--- src/rtl/rv32i_pkg.sv ---
// Shared RV32I definitions: opcodes, funct3 codes, memory-stage FSM states.
// Latency: n/a (constants and pure combinational helper functions).
// Backpressure: n/a.
package rv32i_pkg;

  localparam logic [6:0] OP_LOAD  = 7'b0000011;
  localparam logic [6:0] OP_STORE = 7'b0100011;

  localparam logic [2:0] F3_B  = 3'b000;
  localparam logic [2:0] F3_H  = 3'b001;
  localparam logic [2:0] F3_W  = 3'b010;
  localparam logic [2:0] F3_BU = 3'b100;
  localparam logic [2:0] F3_HU = 3'b101;

  typedef enum logic [1:0] {
    MA_IDLE = 2'b00,
    MA_BUSY = 2'b01,
    MA_RESP = 2'b10
  } ma_state_t;

  // Decode of the EX bundle as seen by the memory stage.
  typedef struct packed {
    logic       is_mem;    // load or store opcode
    logic       is_store;
    logic       f3_ok;     // memory opcode with a legal funct3
    logic       misalign;  // only ever set when misalignment traps
    logic [1:0] lane;      // low address bits after forced alignment
  } mem_dec_t;

  function automatic logic f3_legal(input logic is_store, input logic [2:0] f3);
    if (is_store)
      return (f3 == F3_B) || (f3 == F3_H) || (f3 == F3_W);
    return (f3 == F3_B) || (f3 == F3_H) || (f3 == F3_W) ||
           (f3 == F3_BU) || (f3 == F3_HU);
  endfunction

  // funct3[1:0] encodes the access size for every legal load/store.
  function automatic logic misaligned(input logic [2:0] f3, input logic [1:0] a);
    case (f3[1:0])
      2'b01:   return a[0];
      2'b10:   return |a;
      default: return 1'b0;
    endcase
  endfunction

  // Clears the low address bits that the access size cannot use.
  function automatic logic [1:0] align_lane(input logic [2:0] f3, input logic [1:0] a);
    case (f3[1:0])
      2'b01:   return {a[1], 1'b0};
      2'b10:   return 2'b00;
      default: return a;
    endcase
  endfunction

  function automatic logic [3:0] lane_be(input logic [2:0] f3, input logic [1:0] lane);
    case (f3[1:0])
      2'b00:   return 4'b0001 << lane;
      2'b01:   return 4'b0011 << {lane[1], 1'b0};
      default: return 4'b1111;
    endcase
  endfunction

  // Store data is replicated across all lanes; BE picks the live ones.
  function automatic logic [31:0] store_data(input logic [2:0] f3, input logic [31:0] b);
    case (f3[1:0])
      2'b00:   return {4{b[7:0]}};
      2'b01:   return {2{b[15:0]}};
      default: return b;
    endcase
  endfunction

endpackage

--- src/rtl/load_align.sv ---
// Selects the byte/half lane of a read word and sign- or zero-extends it.
// Latency: combinational. Backpressure: none.
// Ports: rdata (read word), addr (low address bits), funct3 (load type), lmd (result).
module load_align
  import rv32i_pkg::*;
(
  input  logic [31:0] rdata,
  input  logic [1:0]  addr,
  input  logic [2:0]  funct3,
  output logic [31:0] lmd
);

  logic [7:0]  byte_sel;
  logic [15:0] half_sel;

  always_comb begin
    case (addr)
      2'd0:    byte_sel = rdata[7:0];
      2'd1:    byte_sel = rdata[15:8];
      2'd2:    byte_sel = rdata[23:16];
      default: byte_sel = rdata[31:24];
    endcase
    half_sel = addr[1] ? rdata[31:16] : rdata[15:0];
  end

  always_comb begin
    case (funct3)
      F3_B:    lmd = {{24{byte_sel[7]}}, byte_sel};
      F3_BU:   lmd = {24'h0, byte_sel};
      F3_H:    lmd = {{16{half_sel[15]}}, half_sel};
      F3_HU:   lmd = {16'h0, half_sel};
      default: lmd = rdata;
    endcase
  end

endmodule

--- src/rtl/memory_access.sv ---
// RV32I memory-access stage: byte/half/word loads and stores over a req/ack bus,
// registers the MEM_WB bundle. Latency: pass-through 1 cycle, memory op ack-cycle+1.
// Backpressure: STALL is high whenever the FSM is not IDLE; the EX bundle is taken in IDLE only.
// Ports: clk/rst; EX_MEM_* bundle in; STALL out; DMEM_* req/ack data-memory bus;
//        MEM_WB_* registered bundle out with a one-cycle MEM_WB_VALID pulse.
// Build option: define MEM_MISALIGN_TRAP_EN to turn misaligned half/word accesses
// into exceptions instead of silently aligning them.
module memory_access
  import rv32i_pkg::*;
#(
  parameter int ADDR_W = 32
) (
  input  logic              clk,
  input  logic              rst,
  input  logic              EX_MEM_VALID,
  input  logic [31:0]       EX_MEM_ALU_OUT,
  input  logic [31:0]       EX_MEM_IR,
  input  logic [31:0]       EX_MEM_PC,
  input  logic [31:0]       EX_MEM_B,
  output logic              STALL,
  output logic              DMEM_REQ,
  output logic              DMEM_WE,
  output logic [ADDR_W-1:0] DMEM_ADDR,
  output logic [31:0]       DMEM_WDATA,
  output logic [3:0]        DMEM_BE,
  input  logic [31:0]       DMEM_RDATA,
  input  logic              DMEM_ACK,
  output logic              MEM_WB_VALID,
  output logic [31:0]       MEM_WB_IR,
  output logic [31:0]       MEM_WB_PC,
  output logic [31:0]       MEM_WB_ALU_OUT,
  output logic [31:0]       MEM_WB_LMD,
  output logic              MEM_WB_EXC
);

  ma_state_t state;

  logic [6:0]        opcode;
  logic [2:0]        f3;
  logic [ADDR_W-1:0] ea;
  mem_dec_t          dec;
  logic              issue;
  logic              exc;

  // Bundle of the outstanding memory op; MEM_WB_* must not change until its ack.
  logic [31:0] pend_ir;
  logic [31:0] pend_pc;
  logic [31:0] pend_alu;
  logic [1:0]  pend_lane;
  logic [31:0] ld_lmd;

  assign opcode = EX_MEM_IR[6:0];
  assign f3     = EX_MEM_IR[14:12];
  assign ea     = EX_MEM_ALU_OUT[ADDR_W-1:0];

  always_comb begin
    dec          = '0;
    dec.is_store = (opcode == OP_STORE);
    dec.is_mem   = (opcode == OP_LOAD) || dec.is_store;
    dec.f3_ok    = dec.is_mem && f3_legal(dec.is_store, f3);
`ifdef MEM_MISALIGN_TRAP_EN
    dec.misalign = misaligned(f3, ea[1:0]);
`else
    dec.misalign = 1'b0;
`endif
    dec.lane     = align_lane(f3, ea[1:0]);
  end

  // Illegal funct3 and (when trapping) misaligned accesses fall back to pass-through.
  assign issue = dec.f3_ok & ~dec.misalign;
  assign exc   = dec.is_mem & ~issue;

  assign STALL = (state != MA_IDLE);

  load_align u_load_align (
    .rdata  (DMEM_RDATA),
    .addr   (pend_lane),
    .funct3 (pend_ir[14:12]),
    .lmd    (ld_lmd)
  );

  always_ff @(posedge clk or posedge rst) begin
    if (rst) begin
      state          <= MA_IDLE;
      DMEM_REQ       <= 1'b0;
      DMEM_WE        <= 1'b0;
      DMEM_ADDR      <= '0;
      DMEM_WDATA     <= '0;
      DMEM_BE        <= '0;
      MEM_WB_VALID   <= 1'b0;
      MEM_WB_IR      <= '0;
      MEM_WB_PC      <= '0;
      MEM_WB_ALU_OUT <= '0;
      MEM_WB_LMD     <= '0;
      MEM_WB_EXC     <= 1'b0;
      pend_ir        <= '0;
      pend_pc        <= '0;
      pend_alu       <= '0;
      pend_lane      <= '0;
    end else begin
      MEM_WB_VALID <= 1'b0;
      case (state)
        MA_IDLE: begin
          if (EX_MEM_VALID) begin
            if (issue) begin
              pend_ir    <= EX_MEM_IR;
              pend_pc    <= EX_MEM_PC;
              pend_alu   <= EX_MEM_ALU_OUT;
              pend_lane  <= dec.lane;
              DMEM_REQ   <= 1'b1;
              DMEM_WE    <= dec.is_store;
              DMEM_ADDR  <= {ea[ADDR_W-1:2], 2'b00};
              DMEM_BE    <= lane_be(f3, dec.lane);
              DMEM_WDATA <= dec.is_store ? store_data(f3, EX_MEM_B) : 32'h0;
              state      <= MA_BUSY;
            end else begin
              MEM_WB_VALID   <= 1'b1;
              MEM_WB_IR      <= EX_MEM_IR;
              MEM_WB_PC      <= EX_MEM_PC;
              MEM_WB_ALU_OUT <= EX_MEM_ALU_OUT;
              MEM_WB_LMD     <= 32'h0;
              MEM_WB_EXC     <= exc;
            end
          end
        end
        MA_BUSY: begin
          // Request and all DMEM_* fields stay frozen until the ack.
          if (DMEM_ACK) begin
            DMEM_REQ       <= 1'b0;
            MEM_WB_VALID   <= 1'b1;
            MEM_WB_IR      <= pend_ir;
            MEM_WB_PC      <= pend_pc;
            MEM_WB_ALU_OUT <= pend_alu;
            MEM_WB_LMD     <= DMEM_WE ? 32'h0 : ld_lmd;
            MEM_WB_EXC     <= 1'b0;
            state          <= MA_RESP;
          end
        end
        MA_RESP: state <= MA_IDLE;
        default: state <= MA_IDLE;
      endcase
    end
  end

endmodule

--- config.mk ---
export PLATFORM = sky130hd
export DESIGN_NAME = memory_access
export DESIGN_NICKNAME = d
export VERILOG_FILES = /design/src/rtl/rv32i_pkg.sv /design/src/rtl/load_align.sv /design/src/rtl/memory_access.sv
export SDC_FILE = /design/constraint.sdc
export NUM_CORES = 1
export LEC_CHECK = 0
export CAP_MARGIN = 30
export CORE_AREA = 2 2 215 217
export DETAILED_ROUTE_END_ITERATION = 8
export DIE_AREA = 0 0 217 219
export PLACE_DENSITY = 0.63
export SLEW_MARGIN = 20
export SYNTH_ARGS = -nofsm -noshare
export SYNTH_HDL_FRONTEND = slang
export SYNTH_SLANG_ARGS = --single-unit
--- constraint.sdc ---
create_clock -name clk -period 12.8 [get_ports clk]
set_input_delay 2.56 -clock clk [delete_from_list [all_inputs] [get_ports clk]]
set_output_delay 2.56 -clock clk [all_outputs]
set_load 0.05 [all_outputs]
==> flow_metrics.env, run 1 <==
export IMPL_fin_worst_skew_ps=9.18
export IMPL_slew_headroom=0.343
export IMPL_hold_viol_final=0
export IMPL_worstSetupPathType="in2reg"
export IMPL_avgSynthCellArea_sq_um=12.2
export IMPL_num_vias=9415
export IMPL_syn2layout_area_growth_pct=40.5
export IMPL_power_leakage_nw=8.03
export IMPL_drt_iter0_drc=554
export IMPL_fmax_mhz=138
export IMPL_grt_overflow_total=0
export IMPL_rsz0062_at_grt="false"
export IMPL_ctsHoldBuffers=0
export IMPL_synth_distinct_cells=43
export IMPL_mostFrequentLayoutCells="362 x clkdlybuf4s50_1, 268 x dfrtp_1, 106 x mux2_2"
export IMPL_ios=365
export IMPL_critical_path_arrival_ps=7670
export IMPL_synth_edf_count=0
export IMPL_end_kind="flip-flop"
export IMPL_track_usage=0.156
export IMPL_place_congestion=0.843
export IMPL_synth_area_mux_share=0.178
export IMPL_port_buffers=362
export IMPL_clockBufferDepth=3
export IMPL_crit_fanout=46
export IMPL_core_area_sq_um=45100
export IMPL_cp_required_ps=13200
export IMPL_peakVddDrop_uv=116
export IMPL_rows=78
export IMPL_met3_length_um=2720
export IMPL_synth_fa_ha_area_frac=0.00299
export IMPL_drive_gt1_frac=0.188
export IMPL_drt_vias_per_instance=4.83
export IMPL_met2_wirelength_um=18200
export IMPL_wl_met1_um=16100
export IMPL_clk_pin_slew_worst_paths_ps=60
export IMPL_power_mw=2.40
export IMPL_p_per_area_nw_per_um2=136
export IMPL_synth_sequential_area_ratio=0.534
export IMPL_synth_async_reset_ratio=1.00
export IMPL_wl_per_cell_um=19.5
export IMPL_synth_ff_type="dfrtp_1"
export IMPL_antenna_found_initial=1
export IMPL_grt_pass1_wl_um=58500
export IMPL_tns_ps=0
export IMPL_min_period_ps=7270
export IMPL_hold_path_class="reg2reg"
export IMPL_fin_crit_sh=0.568
export IMPL_run_status="complete, no violations"
export IMPL_cts_resized=0
export IMPL_cts_sinks=268
export IMPL_clk_latency_ps=560
export IMPL_synth_compound_area_frac=0.169
export IMPL_cts_setup_buffers=0
export IMPL_max_cap_violations=0
export IMPL_grt_max_degree=79
export IMPL_finalSetupViolCount=0
export IMPL_cts_buffers=31
export IMPL_grt_pass1_vias=9873
export IMPL_crit_path_start_kind="input port"
export IMPL_synth_top_family_by_area="multiplexers"
export IMPL_htree_levels=1
export IMPL_ys_ff_latch=268
export IMPL_die_h_um=219
export IMPL_hpwl_um=25500
export IMPL_fill_cells=4364
export IMPL_drc=0
export IMPL_top_layer="met5"
export IMPL_slew_viol_final=0
export IMPL_die_w_um=217
export IMPL_die_area_sq_um=47500
export IMPL_yosys_warnings=0
export IMPL_firstDrtPassIters=5
export IMPL_cts_tree="built"
export IMPL_layout_nets=1496
export IMPL_synthXorXnorAreaFrac=0
export IMPL_drtAntennaViolNets=0
export IMPL_initial_core_util=0.279
export IMPL_root_buffer="clkbuf_16"
export IMPL_layout_commonest_cell="clkdlybuf4s50_1"
export IMPL_synthesis_area_sq_um=12600
export IMPL_yosys_area_share_simple=0.0569
export IMPL_worst_pin_slew_ps=985
export IMPL_routed_wl_um=38100
export IMPL_synthCells=1033
[layer usage]
layer / vias to the layer above / GRT usage
met5: - / 0
met4: 2 / 0.0468
met3: 62 / 0.0448
met2: 294 / 0.256
met1: 4775 / 0.200
li1: 4282 / -
[synthesized netlist by cell type, types with 2 or more instances]
cell       instances  area share
mux2i_1          101       0.080
or3_1              3      0.0015
a22oi_1           33       0.020
a22o_1             8      0.0056
nor2b_1            4      0.0020
o2bb2ai_1         20       0.014
o21ai_0           60       0.024
o22ai_1            2      0.0010
buf_2             25       0.010
buf_6              8      0.0072
nor2_1           102       0.030
a21o_1             8      0.0048
nand2_1           30      0.0090
nand3_1            8      0.0032
buf_1              3     0.00090
o21a_1             2      0.0012
a221o_1           16       0.013
ha_1               3      0.0030
buf_4             38       0.023
clkbuf_1          43       0.013
and2_1             6      0.0030
a22oi_2           70       0.070
a21oi_1           22      0.0088
nand2b_1           7      0.0035
mux2_2           106       0.095
dfrtp_1          268        0.53
inv_1             16      0.0048
o221ai_1           6      0.0042
[flip-flops by register name (all words and copies together), names as in the netlist]
register        flops
pend_lane           2
pend_pc            32
DMEM_WE             1
pend_alu           32
pend_ir            32
DMEM_REQ            1
MEM_WB_IR          32
MEM_WB_ALU_OUT     32
MEM_WB_EXC          1
MEM_WB_PC          32
MEM_WB_LMD         32
DMEM_WDATA         32
state               2
DMEM_BE             4
MEM_WB_VALID        1
[cell type report]
type	instances	area [sq um]	area share
diodes	1	2.50	0.000142
clock inverters	9	195	0.0111
clock buffers	44	905	0.0512
flip-flops and latches	268	6710	0.380
repair buffers	379	3840	0.218
multi-input cells	632	5170	0.293
inverters	17	73.8	0.00418
well taps	600	751	0.0425
[kinds of logic (layout without fill, tap and decap cells)]
| group | Yosys count | after routing |
|---|---|---|
| simple gates | 166 | 166 |
| mux | 209 | 209 |
| other cells | 1 | 3 |
| compound gates | 252 | 252 |
| fa+ha+maj | 3 | 3 |
| buf+inv | 134 | 449 |
| flops | 268 | 268 |
[critical path, cell delays in order]
cell	delay (ps)
clkdlybuf4s50_1	820
inv_1	180
ha_1	460
nor2_1	670
o22a_1	890
o211ai_4	430
inv_4	640
buf_4	520
buf_12	310
a22oi_2	110
[worst paths after layout]
| check | slack [ps] | to | start | cells past startpoint |
|---|---|---|---|---|
| hold / removal | 470 | MEM_WB_LMD[9] | MEM_WB_LMD[9] | 1 |
| max in group asynchronous | 9090 | DMEM_WDATA[12] | rst | 4 |
| setup reg to reg | 9770 | pend_pc[2] | state[0] | 6 |
| setup / recovery | 5530 | MEM_WB_PC[29] | EX_MEM_IR[13] | 10 |
| min in group asynchronous | 2480 | MEM_WB_PC[17] | rst | 3 |
| hold reg to reg | 470 | MEM_WB_LMD[9] | MEM_WB_LMD[9] | 1 |
[report_power, final]
group	switching [mW]	total (mW)	internal, mW
Sequential	0.0367	0.944	0.907
Combinational	0.301	0.492	0.191
Clock	0.355	0.960	0.605
[stage by stage]
stage          hold slack [ps]  worst slack [ps]  utilization  instances  instance area [sq um]
2_1_floorplan              434              2860            -       1034                  12600
3_3_place_gp               451              4960        0.364       1890                  16400
3_5_place_dp               456              4780        0.366       1893                  16500
4_1_cts                    474              5410        0.390       1946                  17600
5_1_grt                    492              5170        0.391       1949                  17600
6_report                   474              5530        0.391       1950                  17700
Note: power is estimated with default switching activity, not from simulation.
==> inputs of run 2 (changes only) <==
--- a/config.mk
+++ b/config.mk
@@ -9,7 +9,7 @@
 export CORE_AREA = 2 2 215 217
 export DETAILED_ROUTE_END_ITERATION = 8
 export DIE_AREA = 0 0 217 219
-export PLACE_DENSITY = 0.63
+export PLACE_DENSITY = 0.65
 export SLEW_MARGIN = 20
 export SYNTH_ARGS = -nofsm -noshare
 export SYNTH_HDL_FRONTEND = slang
==> constraint.sdc (replaced) <==
create_clock -name clk -period 6.4 [get_ports clk]
set_input_delay 1.28 -clock clk [delete_from_list [all_inputs] [get_ports clk]]
set_output_delay 1.28 -clock clk [all_outputs]
set_load 0.05 [all_outputs]
==> flow_metrics.env, run 2 (synthesized netlist as in run 1, its figures left out) <==
export IMPL_wl_per_cell_um=19.4
export IMPL_tns_ps=0
export IMPL_slowest_delay_ps=830
export IMPL_cts_setup_buffers=0
export IMPL_min_period_ps=4790
export IMPL_ios=365
export IMPL_worstSetupPathType="in2reg"
export IMPL_run_status="complete, no violations"
export IMPL_die_area_sq_um=47500
export IMPL_core_area_sq_um=45100
export IMPL_hpwl_um=25600
export IMPL_power_leakage_nw=8.12
export IMPL_worst_pin_slew_ps=865
export IMPL_fin_crit_sh=0.748
export IMPL_layout_commonest_cell="clkdlybuf4s50_1"
export IMPL_die_h_um=219
export IMPL_rsz0062_at_grt="false"
export IMPL_fin_util=0.396
export IMPL_grt_overflow_total=0
export IMPL_critPathSlowestCell="clkdlybuf4s50_1"
export IMPL_layout_nets=1505
export IMPL_critical_path_arrival_ps=5160
export IMPL_peakVddDrop_uv=160
export IMPL_syn2layout_area_growth_pct=42.0
export IMPL_crit_path_start_kind="input port"
export IMPL_max_cap_violations=0
export IMPL_antenna_found_initial=3
export IMPL_cts_tree="built"
export IMPL_slew_headroom=0.421
export IMPL_grt_pass1_wl_um=58300
export IMPL_finalSetupViolCount=0
export IMPL_die_w_um=217
export IMPL_htree_levels=2
export IMPL_clk_latency_ps=520
export IMPL_ctsHoldBuffers=0
export IMPL_crit_top_cell="buf_4"
export IMPL_cts_buffers=34
export IMPL_clk_pin_slew_worst_paths_ps=50
export IMPL_routed_wl_um=38100
export IMPL_cts_sinks=268
export IMPL_rows=78
export IMPL_place_congestion=0.798
export IMPL_mostFrequentLayoutCells="362 x clkdlybuf4s50_1, 268 x dfrtp_1, 106 x mux2_2"
export IMPL_port_buffers=362
export IMPL_crit_fanout=46
export IMPL_track_usage=0.157
export IMPL_drt_iter0_drc=501
export IMPL_drtAntennaViolNets=0
export IMPL_grt_max_degree=118
export IMPL_drive_gt1_frac=0.195
export IMPL_grt_pass1_vias=9955
export IMPL_num_vias=9481
export IMPL_hold_path_class="reg2reg"
export IMPL_slew_viol_final=0
export IMPL_cp_required_ps=6770
export IMPL_p_per_area_nw_per_um2=278
export IMPL_fill_cells=4331
export IMPL_fmax_mhz=209
export IMPL_fin_worst_skew_ps=13.8
export IMPL_path_cells="clkdlybuf4s50_1 -> inv_1 -> ha_1 -> nor2_1 -> o22a_1 -> o211ai_4 -> inv_4 -> buf_4 -> buf_4 -> o221ai_1"
export IMPL_root_buffer="clkbuf_16"
export IMPL_end_kind="flip-flop"
export IMPL_drc=0
export IMPL_cts_resized=0
export IMPL_hold_viol_final=0
export IMPL_clockBufferDepth=3
export IMPL_drt_vias_per_instance=4.83
export IMPL_initial_core_util=0.279
export IMPL_firstDrtPassIters=5
## run 2: metrics by stage
step	worst slack (ps)	total power, mW	instances	instance area [sq um]	hold WS (ps)
global route	1330	5.16	1962	17800	505
global placement	1130	2.89	1898	16500	461
CTS	1590	5.03	1958	17800	482
finish	1610	4.96	1963	17800	480
floorplan	1580	2.53	1034	12600	434
detailed placement	1010	2.91	1900	16600	465
## run 2: cell type report
| type | instances | area, sq um | share of cell area |
|---|---|---|---|
| antenna | 3 | 7.51 | 0.000421 |
| multi-input combinational | 632 | 5170 | 0.290 |
| clock inverter | 11 | 191 | 0.0107 |
| tap | 600 | 751 | 0.0421 |
| clock buffer | 47 | 1030 | 0.0579 |
| sequential | 268 | 6710 | 0.376 |
| timing repair buffer | 385 | 3910 | 0.219 |
| inverter | 17 | 70.1 | 0.00393 |
## run 2: worst max-delay path, delay by kind of cell
| kind | cells | cell delay [ps] |
|---|---|---|
| fa+ha+maj | 1 | 450 |
| compound gates | 3 | 600 |
| simple gates | 1 | 670 |
| buf+inv | 5 | 2100 |
## run 2: worst paths after layout
path / end / cells after the start / slack, ps / from
max: MEM_WB_LMD[3] / 10 / 1610 / EX_MEM_IR[13]
min: MEM_WB_LMD[11] / 1 / 480 / MEM_WB_LMD[11]
max reg2reg: MEM_WB_ALU_OUT[30] / 6 / 3750 / state[1]
min reg2reg: MEM_WB_LMD[11] / 1 / 480 / MEM_WB_LMD[11]
max in group asynchronous: DMEM_WDATA[25] / 4 / 4450 / rst
min in group asynchronous: MEM_WB_PC[29] / 2 / 1030 / rst
## run 2: report_power, final
part	total (mW)	internal [mW]	leakage [nW]	switching (mW)
Clock	2.08	1.33	0.593	0.751
Sequential	1.89	1.81	3.44	0.0768
Combinational	0.985	0.383	4.09	0.602
Total	4.96	3.53	8.12	1.43
## run 2: routing by layer
layer  routed length (um)  global-route usage
met1                16400               0.201
met2                18000               0.250
met3                 2540              0.0410
met4                 1090              0.0696
met5                   12                   0
==> inputs of run 3 (changes only) <==
--- a/config.mk
+++ b/config.mk
@@ -9,7 +9,7 @@
 export CORE_AREA = 2 2 215 217
 export DETAILED_ROUTE_END_ITERATION = 8
 export DIE_AREA = 0 0 217 219
-export PLACE_DENSITY = 0.65
+export PLACE_DENSITY = 0.63
 export SLEW_MARGIN = 20
 export SYNTH_ARGS = -nofsm -noshare
 export SYNTH_HDL_FRONTEND = slang
==> constraint.sdc (replaced) <==
create_clock -name clk -period 4.7 [get_ports clk]
set_input_delay 0.94 -clock clk [delete_from_list [all_inputs] [get_ports clk]]
set_output_delay 0.94 -clock clk [all_outputs]
set_load 0.05 [all_outputs]
==> flow_metrics.env, run 3 (synthesized netlist as in run 1, its figures left out) <==
export IMPL_fin_worst_skew_ps=18.0
export IMPL_clockBufferDepth=3
export IMPL_multiInputGateArea_sq_um=5170
export IMPL_wl_per_cell_um=19.5
export IMPL_fin_crit_sh=0.669
export IMPL_syn2layout_area_growth_pct=41.2
export IMPL_crit_fanout=30
export IMPL_root_buffer="clkbuf_16"
export IMPL_end_kind="flip-flop"
export IMPL_drt_vias_per_instance=4.74
export IMPL_grt_pass1_vias=9952
export IMPL_routed_wl_um=38400
export IMPL_grt_pass1_wl_um=59100
export IMPL_postPlaceCellArea_sq_um=16600
export IMPL_crit_path_start_kind="input port"
export IMPL_peakVddDrop_uv=243
export IMPL_cts_setup_buffers=0
export IMPL_cts_buffers=31
export IMPL_register_area_sq_um=6710
export IMPL_tns_ps=0
export IMPL_hold_viol_final=0
export IMPL_htree_levels=1
export IMPL_hpwl_um=25700
export IMPL_worst_pin_slew_ps=889
export IMPL_drc=0
export IMPL_die_h_um=219
export IMPL_initial_core_util=0.279
export IMPL_finish_instance_area_sq_um=17700
export IMPL_cp_required_ps=5140
export IMPL_slew_headroom=0.405
export IMPL_worstSetupPathType="in2reg"
export IMPL_die_area_sq_um=47500
export IMPL_max_cap_violations=0
export IMPL_cts_tree="built"
export IMPL_drt_iter0_drc=417
export IMPL_rows=78
export IMPL_final_cells=1967
export IMPL_critical_path_arrival_ps=3590
export IMPL_p_per_area_nw_per_um2=365
export IMPL_run_status="complete, no violations"
export IMPL_power_leakage_nw=8.09
export IMPL_die_w_um=217
export IMPL_min_period_ps=3150
export IMPL_slew_viol_final=0
export IMPL_clk_pin_slew_worst_paths_ps=60
export IMPL_ios=365
export IMPL_hold_path_class="reg2reg"
export IMPL_layout_commonest_cell="clkdlybuf4s50_1"
export IMPL_cts_sinks=268
export IMPL_antenna_found_initial=0
export IMPL_fmax_mhz=318
export IMPL_grt_max_degree=92
export IMPL_ctsHoldBuffers=0
export IMPL_num_vias=9322
export IMPL_firstDrtPassIters=5
export IMPL_fin_util=0.393
export IMPL_rsz0062_at_grt="false"
export IMPL_mostFrequentLayoutCells="362 x clkdlybuf4s50_1, 268 x dfrtp_1, 106 x mux2_2"
export IMPL_track_usage=0.158
export IMPL_layout_nets=1510
export IMPL_port_buffers=362
export IMPL_power_mw=6.47
export IMPL_cts_resized=0
export IMPL_drtAntennaViolNets=0
export IMPL_fill_cells=4379
export IMPL_dp_cells=1908
export IMPL_place_congestion=0.811
export IMPL_grt_overflow_total=0
export IMPL_drive_gt1_frac=0.198
export IMPL_finalSetupViolCount=0
export IMPL_core_area_sq_um=45100
export IMPL_clk_latency_ps=570
==> run 3: cell types whose count changed in the layout (fill, tap and decap cells not counted), sizes merged <==
| cell | change |
|---|---|
| buf | +8 |
| clkbuf | -3 |
| bufinv | -1 |
| clkinv | +3 |
| inv | -1 |
| diode | -2 |
==> run 3: area by class of cell <==
class	instances	share of cell area
Clock inverter	12	0.00945
Clock buffer	44	0.0516
Timing Repair Buffer	393	0.223
Multi-Input combinational cell	632	0.292
Antenna cell	1	0.000141
Tap cell	600	0.0423
Sequential cell	268	0.378
Inverter	17	0.00395
==> run 3: path summary, 6_finish.rpt <==
kind                       cells after the start      startpoint                  to  slack [ps]
max                                           11   EX_MEM_IR[13]         pend_pc[17]        1550
min                                            1  MEM_WB_LMD[11]      MEM_WB_LMD[11]         470
max reg2reg                                    4    pend_lane[1]      MEM_WB_LMD[11]        2140
min reg2reg                                    1  MEM_WB_LMD[11]      MEM_WB_LMD[11]         470
max in group asynchronous                      3             rst  MEM_WB_ALU_OUT[12]        2920
min in group asynchronous                      2             rst       MEM_WB_PC[28]         830
==> run 3: metrics by stage <==
stage               worst slack (ps)  hold WS (ps)
CTS                             1580           477
floorplan                        221           434
detailed placement               959           462
global placement                 960           457
finish                          1550           475
global route                    1440           494
==> run 3: critical path, stage by stage <==
cell,delay [ps]
clkdlybuf4s50_1,400
buf_4,190
inv_1,110
ha_1,150
buf_4,230
nor2_1,80
o22a_1,240
buf_4,240
nor2_4,130
buf_4,400
mux2_2,400
==> run 3: layer usage <==
layer,wire length [um],part of all wire,track usage,vias up
met5,0,0,0,-
met4,856,0.022,0.0436,0
met3,2580,0.067,0.0395,52
met2,18200,0.47,0.261,283
met1,16700,0.44,0.204,4670
li1,-,-,-,4317
==> run 3: power by group <==
| group | leakage [nW] | internal (mW) | switching (mW) |
|---|---|---|---|
| Clock | 0.528 | 1.56 | 0.988 |
| Combinational | 4.12 | 0.526 | 0.819 |
| Sequential | 3.44 | 2.47 | 0.103 |
